<file path="config.mk">
export PLATFORM = sky130hd
export DESIGN_NAME = rca_sweep_driver
export DESIGN_NICKNAME = d
export VERILOG_FILES = /design/src/rtl/rca_sweep_driver_pkg.sv /design/src/rtl/rca_sweep_driver_counter.sv /design/src/rtl/rca_sweep_driver.sv
export SDC_FILE = /design/constraint.sdc
export NUM_CORES = 1
export LEC_CHECK = 0
export ABC_CLOCK_PERIOD_IN_PS = 5800
export BUFFER_PORTS_ARGS = -buffer_cell sky130_fd_sc_hd__clkbuf_2
export CORE_ASPECT_RATIO = 0.5
export CORE_MARGIN = 2
export CORE_UTILIZATION = 59
export CTS_CLUSTER_DIAMETER = 120
export DETAILED_ROUTE_END_ITERATION = 8
export GPL_TIMING_DRIVEN = 0
export PLACE_DENSITY_LB_ADDON = 0.08
export SLEW_MARGIN = 15
export SYNTH_ARGS = -nofsm -noshare
export SYNTH_HDL_FRONTEND = slang
export SYNTH_SLANG_ARGS = --single-unit
</file>
<file path="constraint.sdc">
create_clock -name clk_i -period 5.8 [get_ports clk_i]
set_input_delay 1.16 -clock clk_i [delete_from_list [all_inputs] [get_ports clk_i]]
set_output_delay 1.16 -clock clk_i [all_outputs]
set_load 0.02 [all_outputs]
</file>
<file path="src/rtl/rca_sweep_driver_pkg.sv">
// Shared types and width helpers for the rca sweep driver.
package rca_pkg;

  typedef enum logic [1:0] {
    IDLE = 2'd0,
    RUN  = 2'd1,
    DONE = 2'd2
  } state_t;

  // Mismatch counter width: holds up to 2^(2*width) without overflow.
  function automatic int unsigned cnt_width(input int unsigned width);
    return 2 * width + 1;
  endfunction

  // Settle counter width for a hold time of 'settle' cycles.
  function automatic int unsigned settle_width(input int unsigned settle);
    return $clog2(settle + 1);
  endfunction

endpackage

</file>
<file path="src/rtl/rca_sweep_driver_counter.sv">
// Operand-pair counter: {a,b} concatenated, b is the low (inner) half.
module sweep_counter #(
  parameter int unsigned WIDTH = 16
) (
  input  logic             clk_i,
  input  logic             rst_n_i,
  input  logic             clr_i,
  input  logic             en_i,
  output logic [WIDTH-1:0] count_o,
  output logic             tc_o
);

  // Up-count on enable; wraps to zero after the terminal count.
  always_ff @(posedge clk_i) begin
    if (!rst_n_i || clr_i) begin
      count_o <= '0;
    end else if (en_i) begin
      count_o <= count_o + WIDTH'(1);
    end
  end

  assign tc_o = &count_o;

endmodule

</file>
<file path="src/rtl/rca_sweep_driver.sv">
// Exhaustive operand sweep for an rca adder with on-chip result checking.
module rca_sweep_driver
  import rca_pkg::*;
#(
  parameter int unsigned WIDTH  = 8,
  parameter int unsigned SETTLE = 1
) (
  input  logic                  clk_i,
  input  logic                  rst_n_i,
  input  logic                  start_i,
  output logic [WIDTH-1:0]      a_o,
  output logic [WIDTH-1:0]      b_o,
  input  logic [WIDTH:0]        sum_i,
  output logic                  busy_o,
  output logic                  done_o,
  output logic                  pass_o,
  output logic [2*WIDTH:0]      err_cnt_o,
  output logic [WIDTH-1:0]      fail_a_o,
  output logic [WIDTH-1:0]      fail_b_o
);

  localparam int unsigned CW = cnt_width(WIDTH);
  localparam int unsigned SW = settle_width(SETTLE);
  localparam logic [SW-1:0] SETTLE_LAST = SW'(SETTLE - 1);

  state_t              state;
  state_t              state_n;
  logic [SW-1:0]       settle_cnt;
  logic [2*WIDTH-1:0]  pair;
  logic                pair_tc;
  logic                start_ok;
  logic                sample;
  logic                mismatch;
  logic [WIDTH:0]      expected;
  logic [CW-1:0]       err_next;

  sweep_counter #(
    .WIDTH (2 * WIDTH)
  ) u_counter (
    .clk_i   (clk_i),
    .rst_n_i (rst_n_i),
    .clr_i   (start_ok),
    .en_i    (sample),
    .count_o (pair),
    .tc_o    (pair_tc)
  );

  assign a_o = pair[2*WIDTH-1:WIDTH];
  assign b_o = pair[WIDTH-1:0];

  // Next-state decode; a sample happens on the last settle cycle of each pair.
  always_comb begin
    state_n  = state;
    start_ok = 1'b0;
    sample   = 1'b0;
    case (state)
      IDLE: begin
        if (start_i) begin
          state_n  = RUN;
          start_ok = 1'b1;
        end
      end
      RUN: begin
        if (settle_cnt == SETTLE_LAST) begin
          sample = 1'b1;
          if (pair_tc) begin
            state_n = DONE;
          end
        end
      end
      DONE: state_n = IDLE;
      default: state_n = IDLE;
    endcase
  end

  // Reference sum at full width and the resulting mismatch decision.
  always_comb begin
    expected = {1'b0, a_o} + {1'b0, b_o};
    mismatch = sample && (sum_i != expected);
    err_next = err_cnt_o + CW'(mismatch);
  end

  // State register; busy/done registered from the next state.
  always_ff @(posedge clk_i) begin
    if (!rst_n_i) begin
      state  <= IDLE;
      busy_o <= 1'b0;
      done_o <= 1'b0;
    end else begin
      state  <= state_n;
      busy_o <= (state_n == RUN);
      done_o <= (state_n == DONE);
    end
  end

  // Settle counter: restarts for every new pair.
  always_ff @(posedge clk_i) begin
    if (!rst_n_i || start_ok || sample) begin
      settle_cnt <= '0;
    end else if (state == RUN) begin
      settle_cnt <= settle_cnt + SW'(1);
    end
  end

  // Error bookkeeping; pass is resolved on the final compare so it includes it.
  always_ff @(posedge clk_i) begin
    if (!rst_n_i) begin
      err_cnt_o <= '0;
      fail_a_o  <= '0;
      fail_b_o  <= '0;
      pass_o    <= 1'b0;
    end else if (start_ok) begin
      err_cnt_o <= '0;
      fail_a_o  <= '0;
      fail_b_o  <= '0;
      pass_o    <= 1'b0;
    end else if (sample) begin
      err_cnt_o <= err_next;
      if (mismatch && (err_cnt_o == '0)) begin
        fail_a_o <= a_o;
        fail_b_o <= b_o;
      end
      if (state_n == DONE) begin
        pass_o <= (err_next == '0);
      end
    end
  end

endmodule

</file>
Yosys cells after proc, flatten, opt, wreduce, memory -nomap -nowiden:

Index checks and enable logic that the tools add are counted.

* word-level logic and storage cells: 38
* flip-flop bits (word level): 55

* reductions and logical operators: 12
* equal/unequal tests: 4
* bitwise operators: 1
* add/sub/neg operators: 4
* multiplexer cells: 8

Operators by type and width (number)
* logical NOT 17 bit: 2
* adder 17 x 1 -> 17 bit: 1
* adder 16 x 1 -> 16 bit, second input constant: 1
* AND reduction 16 bit: 1
* adder 8 x 8 -> 9 bit: 1
* inequality test 9 bit: 1
* 2-to-1 mux 2 bit: 3
* == test 2 x 1 -> 1 bit, second input constant: 2
* 2-to-1 mux 1 bit: 4
* one-hot mux 2 bit (2 select lines): 1
* AND reduction 2 bit: 2
* == test 2 bit, second input constant: 1
* logical AND 1 bit: 2
* logical NOT 2 bit: 1
* logical OR 1 bit: 2
* OR reduction 2 bit: 1
* adder 1 bit, second input constant: 1
* logical NOT 1 bit: 1
* inverter 1 bit: 1

Longest topological paths before layout:

Gate-level depths: netlist (run 1).

* depth after elaboration: 6
* depth in mapped cells: 15

By module:

From an unflattened synthesis (run 1), not the netlist that was laid out.

* cell total of the unflattened synthesis: 375
* area, all modules: 3220.6 um2

By module, submodules not included
* rca_sweep_driver: times used 1, cells an instance 287, seq. area each 780.7 um2, area an instance 2452.4 um2
* sweep_counter: times used 1, cells an instance 88, seq. area each 320.3 um2, area an instance 768.2 um2

Worst setup path after synthesis (run 1):

No wires, ideal clock.

* path kind: input -> register
* from: in sum_i[7]
* to: reg pass_o
* setup slack: 2.359 ns
* data arrival time: 3.354 ns
* stages on the path: 13
* cells stage by stage: xnor2_1 a211oi_1 a221o_1 o21ai_1 nor3_1 nor2_1 ha_1 nand4_1 nor2_1 and3_1 o211ai_1 a221o_1 o31ai_1

* longest elaborated chain between the ends: 4

Ends and longest elaborated chain
* start, declared: line rca_sweep_driver.sv:13 `input logic [WIDTH:0] sum_i,`
* inequality test 9 bit: line rca_sweep_driver.sv:79 `mismatch = sample && (sum_i != expected);`
* logical AND 1 bit: line rca_sweep_driver.sv:79
* adder 17 x 1 -> 17 bit: line rca_sweep_driver.sv:80 `err_next = err_cnt_o + CW'(mismatch);`
* logical NOT 17 bit: line rca_sweep_driver.sv:124 `pass_o <= (err_next == '0);`
* end signal, assigned: line rca_sweep_driver.sv:124
* end, declared: line rca_sweep_driver.sv:16 `output logic pass_o,`

Every way passes these cells.
A chain may end at the register's enable or synchronous reset.

Worst setup path after layout (run 1):

* from: reg u_counter.count_o[0]
* to: reg pass_o

* longest elaborated chain between the ends: 6

Ends and longest elaborated chain
* start, declared: line rca_sweep_driver_counter.sv:9 `output logic [WIDTH-1:0] count_o,`
* start signal, assigned: line rca_sweep_driver_counter.sv:18 `count_o <= count_o + WIDTH'(1);`
* parallel branches: the longest is 6 deep, another holds adder 17 x 1 -> 17 bit

Parallel ways; which one is timed is not known.

==> results.tsv, run 1 <==
stage	metric	value	unit
clock_network	post_cts_buffers	0	
logic_synthesis	synth_edf_count	0	
timing	finalCritPeriodShare	64.2	%
timing	drv_slew	0	
route	drt_wl_total	6850	µm
power	ir_drop	110	µV
timing	finClkSkew	11.3	ps
route	firstDrtPassIters	4	
global_routing	grt_first_pass_wirelength	11400	µm
global_routing	grt_pass1_vias	2477	
route	wire_per_inst	13.8	µm
clock_network	cts_resized	0	
hold_path	min_path_type	flop to flop	
final_layout	drive_gt1_share	19.4	%
floorplanning	die_w	105	µm
power	powerDensity	187	nW/µm²
timing	worst_pin_slew	651	ps
critical_path	crit_end	pass_o	
timing	rsz0062_at_grt	no	
final_layout	nFillCells	421	
timing	slew_headroom	56.5	%
critical_path	cp-end-kind	flop	
logic_synthesis	ys.flop_type	dfxtp_1	
final_layout	final_common_cell	clkbuf_2	
final_layout	antennaDiodeCount	0	
timing	hold_viol_final	0	
floorplanning	num_io_pins	64	
critical_path	worstReg2RegEnd	pass_o	
logic_synthesis	postSynth.asyncResetShare	0	%
logic_synthesis	synth-seq-cells	55	
clock_network	clkTransAtPathRegs	100	ps
final_layout	final_cell_mix	64 x clkbuf_2, 55 x dfxtp_1, 53 x nand2_1, 47 x nor2_1, 25 x xor2_1	
clock_network	cts_tree	done	
floorplanning	initial_core_util	61.0	%
critical_path	critPathArrivalTime	3940	ps
critical_path	ff2ff_path_depth	15	
global_routing	grt_antenna_before_repair	0	
final_layout	fin_util	71.2	%
status	status	completed	
timing	min_period	3720	ps
route	viasPerCell	5.45	
timing	maxClockFrequency	269	MHz
floorplanning	num_rows	18	
critical_path	cp_max_fo	7	
critical_path	rrSetupSlack	2080	ps
clock_network	clock_path_buffers	2	
placement	numPortBuffers	63	
critical_path	crit_type	flop to flop	
critical_path	required	6020	ps
global_routing	grt-ovfl-total	0	
global_routing	grtUsageTotal	25.4	%
clock_network	cts_root_buf	clkbuf_8	
logic_synthesis	syn_nets	380	
placement	hpwl	5260	µm
route	drtIter0Drc	103	
route	route.detailed.drc	0	
clock_network	htreeDepth	2	
critical_path	reg2reg_from	u_counter.count_o[0]	
critical_path	crit_start	u_counter.count_o[0]	
floorplanning	coreArea	4910	µm²
logic_synthesis	synth_cells	356	
clock_network	cts_hold_buf	0	
power	p_leak	1.46	nW
route	dr_total_vias	2710	
floorplanning	dieArea	5700	µm²
critical_path	cp-start-kind	flop	
global_routing	grt_max_degree	19	
run	maxCapViolations	0	
logic_synthesis	syn_area_per_cell	8.42	µm²
logic_synthesis	ys_seq_area_share	36.7	%
final_layout	fin_nets	450	
timing	tns	0	ps
final_layout	area_growth	16.6	%
logic_synthesis	netlist_area	3000	µm²
logic_synthesis	yosys_warnings	0	
route	drtAntennaViolNets	0	
clock_network	numCtsBuffers	5	
logic_synthesis	synth.distinct_cells	47	
floorplanning	fp.dieH	54.4	µm
placement	gp_congestion	0.902	
clock_network	clock_latency	310	ps
clock_network	cts.sinks	55	
timing	setup_viol	0	
[worst max-delay path: stages (launching register included)]
cell and delay [ps]:
dfxtp_1 420, ha_1 260, fa_1 400, a21o_1 200
a41oi_2 180, o21ai_1 110, mux2_2 240, nor3_1 50
nor2_1 140, ha_1 270, nand4_1 250, nor2_1 280
and3_1 190, o211ai_1 90, a221o_1 370, o31ai_1 190
[layout make-up]
| class | count | area [µm²] | share of cell area, % |
|---|---|---|---|
| multi-input cells | 282 | 1800 | 51.5 |
| flip-flops and latches | 55 | 1100 | 31.5 |
| repair buffers | 63 | 315 | 9.03 |
| well taps | 70 | 87.6 | 2.51 |
| plain buffers | 14 | 78.8 | 2.26 |
| clock buffers | 5 | 68.8 | 1.97 |
| clock inverters | 3 | 25.0 | 0.716 |
| inverters | 5 | 18.8 | 0.537 |
[through the flow]
stage                     setup slack (ps)  area, µm²  power, mW  hold WS, ps  instances
final                                 2080       3490      0.653          468        497
after global routing                  1780       3490      0.682          488        497
after CTS                             2090       3490      0.660          466        497
after detailed placement              1920       3400      0.447          451        489
after global placement                1930       3400      0.446          441        489
after floorplan                       2360       3000      0.430          445        356
[registers in the layout, summed over array words and instances (netlist names)]
| name | flops |
|---|---|
| settle_cnt | 1 |
| state | 2 |
| fail_b_o | 8 |
| done_o | 1 |
| err_cnt_o | 17 |
| pass_o | 1 |
| busy_o | 1 |
| fail_a_o | 8 |
| u_counter.count_o | 16 |
[Yosys cell counts, types with 2 or more instances]
cell type / count / area, µm²
and4_1: 3 / 26.3
mux2i_1: 17 / 170
o21ai_1: 4 / 20.0
a21o_1: 3 / 22.5
clkbuf_1: 10 / 37.5
ha_1: 11 / 138
nor3_1: 13 / 65.1
or2_2: 3 / 18.8
xnor2_1: 15 / 131
nor2_1: 47 / 176
nand3_1: 17 / 85.1
inv_1: 5 / 18.8
o31ai_1: 2 / 15.0
o21ai_0: 9 / 45.0
a21oi_1: 14 / 70.1
nand4_1: 11 / 68.8
a221o_1: 2 / 20.0
nand2_1: 53 / 199
xor2_1: 25 / 219
and3_1: 6 / 37.5
or3_1: 4 / 25.0
nor4_1: 2 / 12.5
and2_1: 2 / 12.5
dfxtp_1: 55 / 1100
[kinds of logic after synthesis]
logic type,share of synthesized area (%)
adders and majority gates,5.26
muxes,6.05
and+or+nand+nor,25.8
xor gates and xnor gates,13.9
DFF,36.7
buffers and inverters,3.26
AOI/OAI and AO/OA,8.98
[power by group]
part           total [mW]  internal (mW)  switching [mW]
Sequential          0.382          0.379         0.00298
Combinational      0.0557         0.0224          0.0333
Clock               0.215         0.0866           0.129
[worst min-delay path by stage]
stage / cells past startpoint / endpoint / from / slack [ps]
floorplan: 2 / settle_cnt / settle_cnt / 450
global placement: 2 / fail_a_o[2] / fail_a_o[2] / 440
detailed placement: 2 / fail_b_o[7] / fail_b_o[7] / 450
CTS: 2 / fail_a_o[3] / fail_a_o[3] / 470
global route: 2 / fail_b_o[0] / fail_b_o[0] / 490
finish: 2 / fail_a_o[0] / fail_a_o[0] / 470
[metal layers]
metal,global-route usage [%],vias to the layer above,wire length (µm)
met5,0,-,0
li1,-,1371,-
met1,32.3,1252,3250
met2,46.3,83,3120
met3,4.64,4,430
met4,6.00,0,38
Note: power is estimated with default switching activity, not from simulation.
==> inputs of run 2 (changes only) <==
Settings changed: ABC_CLOCK_PERIOD_IN_PS 5800 to 3000, CORE_UTILIZATION 59 to 49.
Clock period 5.8 ns to 3 ns, I/O delays scaled along.
==> run 2 against run 1 <==
Critical path type unchanged. Cell count up 5.0%. Sequential share of layout area is 2.6 points lower. Clock-buffer cell count is 3 higher. The run now ends with setup timing left. Sequential power increased by 93%. Power is 130% higher. Non-clock buffer count up 18. Wire length rose by 7.6%.
==> results.tsv, run 2 (synthesis gave the netlist of run 1 again) <==
stage	metric	value	unit
critical_path	cpPeakStageDelay	360	ps
timing	min_period	3250	ps
timing	maxClockFrequency	308	MHz
power	powerDensity	397	nW/µm²
critical_path	cp_max_fo	5	
clock_network	htreeDepth	2	
final_layout	reg_top3	err_cnt_o x17, u_counter.count_o x16	
global_routing	grt_antenna_before_repair	0	
global_routing	grt_max_degree	17	
timing	worst_pin_slew	649	ps
clock_network	cts_hold_buf	0	
status	violations	setup timing	
global_routing	grtUsageTotal	23.2	%
final_layout	antennaDiodeCount	0	
power	ir_drop	216	µV
floorplanning	coreArea	5980	µm²
floorplanning	num_io_pins	64	
placement	numPortBuffers	63	
route	wire_per_inst	14.1	µm
clock_network	cts_root_buf	clkbuf_16	
route	dr_total_vias	2804	
status	status	finished, violations left	
critical_path	crit_chain	ha_4 -> fa_2 -> a21o_1 -> a41oi_2 -> o21ai_2 -> mux2_4 -> nor3_2 -> nor2_1 -> ha_2 -> nand4_1 -> nor2_2 -> and3_1 -> o211ai_1 -> a221o_1 -> o31ai_1	
run	maxCapViolations	0	
clock_network	clock_latency	290	ps
critical_path	crit_type	flop to flop	
critical_path	slowest_stage	dfxtp_4	
critical_path	critPathArrivalTime	3460	ps
floorplanning	fp.dieH	59.3	µm
timing	finalCritPeriodShare	108	%
route	viasPerCell	5.37	
hold_path	min_path_cells	2	
placement	pre_cts_ws	-439	ps
floorplanning	die_w	115	µm
final_layout	final_common_cell	clkbuf_2	
route	drtIter0Drc	124	
final_layout	final_cell_mix	64 x clkbuf_2, 52 x nand2_1, 46 x nor2_1, 46 x dfxtp_1, 25 x xor2_1	
clock_network	cts.sinks	55	
placement	placed_area	3450	µm²
final_layout	final_area	3860	µm²
floorplanning	num_rows	20	
critical_path	cp.depth	15	
global_routing	grt-ovfl-total	0	
final_layout	fin_util	64.5	%
critical_path	cp-end-kind	flop	
final_layout	drive_gt1_share	28.1	%
timing	finClkSkew	7.69	ps
critical_path	critical-path-top-delay-family	compound AO/OA/AOI/OAI gates	
route	route.detailed.drc	0	
hold_path	min_path_type	flop to flop	
critical_path	required	3210	ps
timing	rsz0062_at_grt	yes	
route	drtAntennaViolNets	0	
power	p_leak	1.61	nW
timing	drv_slew	0	
timing	hold_viol_final	0	
final_layout	area_growth	28.7	%
timing	setup_ws	-250	ps
timing	slew_headroom	56.4	%
global_routing	grt_first_pass_wirelength	12300	µm
clock_network	cts_tree	done	
floorplanning	initial_core_util	50.1	%
final_layout	largest-register	err_cnt_o	
placement	hpwl	5390	µm
floorplanning	dieArea	6790	µm²
critical_path	cp-start-kind	flop	
critical_path	ff2ff_path_depth	15	
final_layout	largest_reg_flops	17	
clock_network	numCtsBuffers	5	
critical_path	crit_buf_inv	0	
route	firstDrtPassIters	4	
clock_network	clock_path_buffers	2	
clock_network	clkTransAtPathRegs	70	ps
global_routing	grt_pass1_vias	2648	
final_layout	fin_nets	468	
route	drt_wl_total	7370	µm
placement	gp_congestion	0.855	
timing	setup_viol	10	
-- run 2: cell count changes in the layout (fill, tap and decap cells not counted), sizes merged --
cell,delta
buf,+17
clkbuf,+4
clkinv,-2
clkinvlp,-1
-- run 2: repair_timing --
item,CTS,global route
resized for setup,19,3
setup endpoints to repair,11,30
setup buffers,18,3
pin swaps,19,4
gates cloned,0,1
-- run 2: final cells by class --
| cell class | count | area [µm²] |
|---|---|---|
| Buffer | 14 | 78.8 |
| Multi-Input combinational cell | 282 | 1900 |
| Sequential cell | 55 | 1120 |
| Clock buffer | 8 | 179 |
| Timing Repair Buffer | 81 | 472 |
| Fill cell | 532 | 2120 |
| Inverter | 5 | 18.8 |
| Tap cell | 77 | 96.3 |
-- run 2: worst paths after layout --
kind / startpoint / endpoint / slack, ps
setup / recovery: u_counter.count_o[0] / pass_o / -250
setup reg to reg: u_counter.count_o[0] / pass_o / -250
hold reg to reg: fail_a_o[4] / fail_a_o[4] / 460
hold / removal: fail_a_o[4] / fail_a_o[4] / 460
-- run 2: through the flow --
| step | hold slack, ps | power, mW | cells | setup TNS [ps] |
|---|---|---|---|---|
| after floorplan | 445 | 0.832 | 356 | -126 |
| after global placement | 442 | 0.864 | 496 | -1800 |
| after detailed placement | 448 | 0.866 | 496 | -2430 |
| after CTS | 460 | 1.54 | 522 | -3420 |
| after global routing | 473 | 1.59 | 522 | -3100 |
| final | 457 | 1.53 | 522 | -1230 |
-- run 2: power breakdown --
| part | total, mW | switching [mW] | internal [mW] |
|---|---|---|---|
| clock | 0.665 | 0.253 | 0.411 |
| combinational | 0.128 | 0.0710 | 0.0568 |
| sequential | 0.737 | 0.00457 | 0.733 |
| total | 1.53 | 0.329 | 1.20 |
-- run 2: worst reg2reg max path, delay by kind of cell (launching register included) --
family | cells | cell delay, ps
muxes | 1 | 210
adders and majority gates | 3 | 760
DFF | 1 | 360
AOI/OAI and AO/OA | 6 | 1040
and+or+nand+nor | 5 | 810
-- run 2: metal layers --
metal	routed length [µm]	up-vias	GRT usage (%)	part of all wire [%]
li1	-	1407	-	-
met1	3570	1317	29.6	48
met2	3350	70	40.5	45
met5	0	-	0	0
met4	78	0	5.75	1.1
met3	369	10	5.21	5.0
==> inputs of run 3 (changes only) <==
Settings changed: RECOVER_POWER set to 25.
==> run 3 against run 2 <==
The run still ends with setup timing left. Sequential share of layout area grew 0.22 points. Hold slack about the same. Cell count did not move. Sequential power hardly changed. Sequential cell count unchanged. Clock-buffer cell count is the same. Global-route usage unchanged. Cell area down 0.75%. Die area did not move. Wire length barely moved. Critical path depth is the same. Critical path type unchanged. Largest cell class unchanged.
==> results.tsv, run 3 (synthesis gave the netlist of run 1 again) <==
stage	metric	value	unit
final_layout	final_cell_mix	52 x nand2_1, 46 x nor2_1, 46 x dfxtp_1, 41 x clkbuf_2, 34 x clkbuf_1	
clock_network	htreeDepth	2	
critical_path	cp_max_fo	5	
critical_path	crit_type	flop to flop	
floorplanning	num_io_pins	64	
final_layout	nFillCells	546	
power	p_sw_share	21.5	%
run	maxCapViolations	0	
power	p_total	1.53	mW
route	dr_total_vias	2795	
route	route.detailed.drc	0	
timing	rsz0062_at_grt	yes	
critical_path	required	3210	ps
timing	maxClockFrequency	308	MHz
global_routing	grtUsageTotal	23.2	%
status	status	finished, violations left	
final_layout	reg_top3	err_cnt_o x17, u_counter.count_o x16	
route	firstDrtPassIters	4	
critical_path	crit_chain	ha_4 -> fa_2 -> a21o_1 -> a41oi_2 -> o21ai_2 -> mux2_4 -> nor3_2 -> nor2_1 -> ha_2 -> nand4_1 -> nor2_2 -> and3_1 -> o211ai_1 -> a221o_1 -> o31ai_1	
final_layout	antennaDiodeCount	0	
final_layout	largest_reg_flops	17	
route	drtIter0Drc	119	
floorplanning	num_rows	20	
critical_path	ff2ff_path_depth	15	
floorplanning	initial_core_util	50.1	%
power	clkPwrFrac	43.5	%
critical_path	reg2reg_from	u_counter.count_o[0]	
power	ir_drop	215	µV
floorplanning	fp.dieH	59.3	µm
floorplanning	coreArea	5980	µm²
final_layout	fin_nets	468	
clock_network	cts_tree	done	
global_routing	grt_max_degree	17	
power	p_switching	0.329	mW
power	comb_power_share	8.3	%
final_layout	final_common_cell	nand2_1	
critical_path	rrSetupSlack	-250	ps
critical_path	cp-end-kind	flop	
clock_network	cts.sinks	55	
clock_network	cts_hold_buf	0	
power	internal-power	1.20	mW
final_layout	area_growth	27.8	%
status	violations	setup timing	
global_routing	grt_antenna_before_repair	0	
final_layout	seq_area	1120	µm²
placement	pre_cts_ws	-439	ps
hold_path	hp-start	fail_a_o[4]	
power	pwr-share-seq	48.2	%
route	viasPerCell	5.35	
placement	numPortBuffers	63	
final_layout	multi_input_area	1900	µm²
route	drt_wl_total	7370	µm
critical_path	worstReg2RegEnd	pass_o	
timing	finClkSkew	7.39	ps
placement	hpwl	5390	µm
final_layout	drive_gt1_share	22.9	%
critical_path	cpPeakStageDelay	360	ps
timing	min_period	3250	ps
critical_path	cp-start-kind	flop	
floorplanning	dieArea	6790	µm²
critical_path	slowest_stage	dfxtp_4	
timing	worst_pin_slew	644	ps
clock_network	cts_root_buf	clkbuf_16	
clock_network	clock_latency	290	ps
global_routing	grt_pass1_vias	2648	
timing	setup_viol	11	
clock_network	clkTransAtPathRegs	70	ps
clock_network	clock_path_buffers	2	
route	wire_per_inst	14.1	µm
hold_path	min_path_cells	2	
critical_path	critPathArrivalTime	3460	ps
final_layout	largest-register	err_cnt_o	
hold_path	min_to	fail_a_o[4]	
global_routing	grt-ovfl-total	0	
route	drtAntennaViolNets	0	
timing	drv_slew	0	
hold_path	min_path_type	flop to flop	
global_routing	grt_first_pass_wirelength	12300	µm
timing	hold_viol_final	0	
placement	gp_congestion	0.855	
timing	setup_ws	-249	ps
timing	slew_headroom	56.8	%
timing	finalCritPeriodShare	108	%
final_layout	fin_util	64.0	%
power	p_leak	1.53	nW
power	powerDensity	399	nW/µm²
critical_path	crit_buf_inv	0	
critical_path	critical-path-top-delay-family	compound AO/OA/AOI/OAI gates	
clock_network	numCtsBuffers	5	
floorplanning	die_w	115	µm
==> run 3: worst max path at each step <==
stage / start / endpoint / cells after the start
floorplan: u_counter.count_o[0] / pass_o / 15
global placement: u_counter.count_o[0] / err_cnt_o[14] / 15
detailed placement: u_counter.count_o[15] / pass_o / 14
CTS: u_counter.count_o[0] / pass_o / 15
global route: u_counter.count_o[0] / pass_o / 15
finish: u_counter.count_o[0] / pass_o / 15
==> run 3: final cells by class <==
type / count / area share, %
tap: 77 / 2.52
multi-input combinational: 282 / 49.5
buffer: 14 / 2.06
sequential: 55 / 29.2
inverter: 5 / 0.490
timing repair buffer: 81 / 11.6
clock buffer: 8 / 4.67
==> run 3: through the flow <==
| step | area, µm² | hold slack [ps] | setup TNS, ps | std cells |
|---|---|---|---|---|
| after global routing | 3830 | 472 | -3100 | 522 |
| final | 3830 | 457 | -1300 | 522 |
| after global placement | 3450 | 442 | -1800 | 496 |
| after CTS | 3850 | 460 | -3420 | 522 |
| after floorplan | 3040 | 445 | -126 | 356 |
| after detailed placement | 3450 | 448 | -2430 | 496 |
==> run 3: per-layer routing <==
metal / vias to the layer above / wire, µm / global-route usage [%] / share of wire, %
met5: - / 0 / 0 / 0
met4: 0 / 78 / 5.75 / 1.1
met3: 10 / 465 / 5.21 / 6.3
met2: 76 / 3350 / 40.5 / 45
met1: 1303 / 3480 / 29.6 / 47
li1: 1406 / - / - / -
==> run 3: power groups by stage <==
stage / clock [mW] / combinational, mW / sequential (mW)
after detailed placement: 0 / 0.110 / 0.756
final: 0.665 / 0.127 / 0.737
after floorplan: 0 / 0.0748 / 0.758
after global routing: 0.712 / 0.139 / 0.737
after CTS: 0.679 / 0.119 / 0.737
after global placement: 0 / 0.108 / 0.755
==> run 3: what timing repair did <==
action	4_1_cts	5_1_grt
buffers inserted	18	3
pin swaps	19	4
gates resized for setup	19	3
setup endpoints to repair	11	30
gates cloned	0	1
==> run 3: tightest hold or removal path: stages (launching register included) <==
cell and delay (ps):
dfxtp_1 310, nand2_1 50, mux2i_1 50
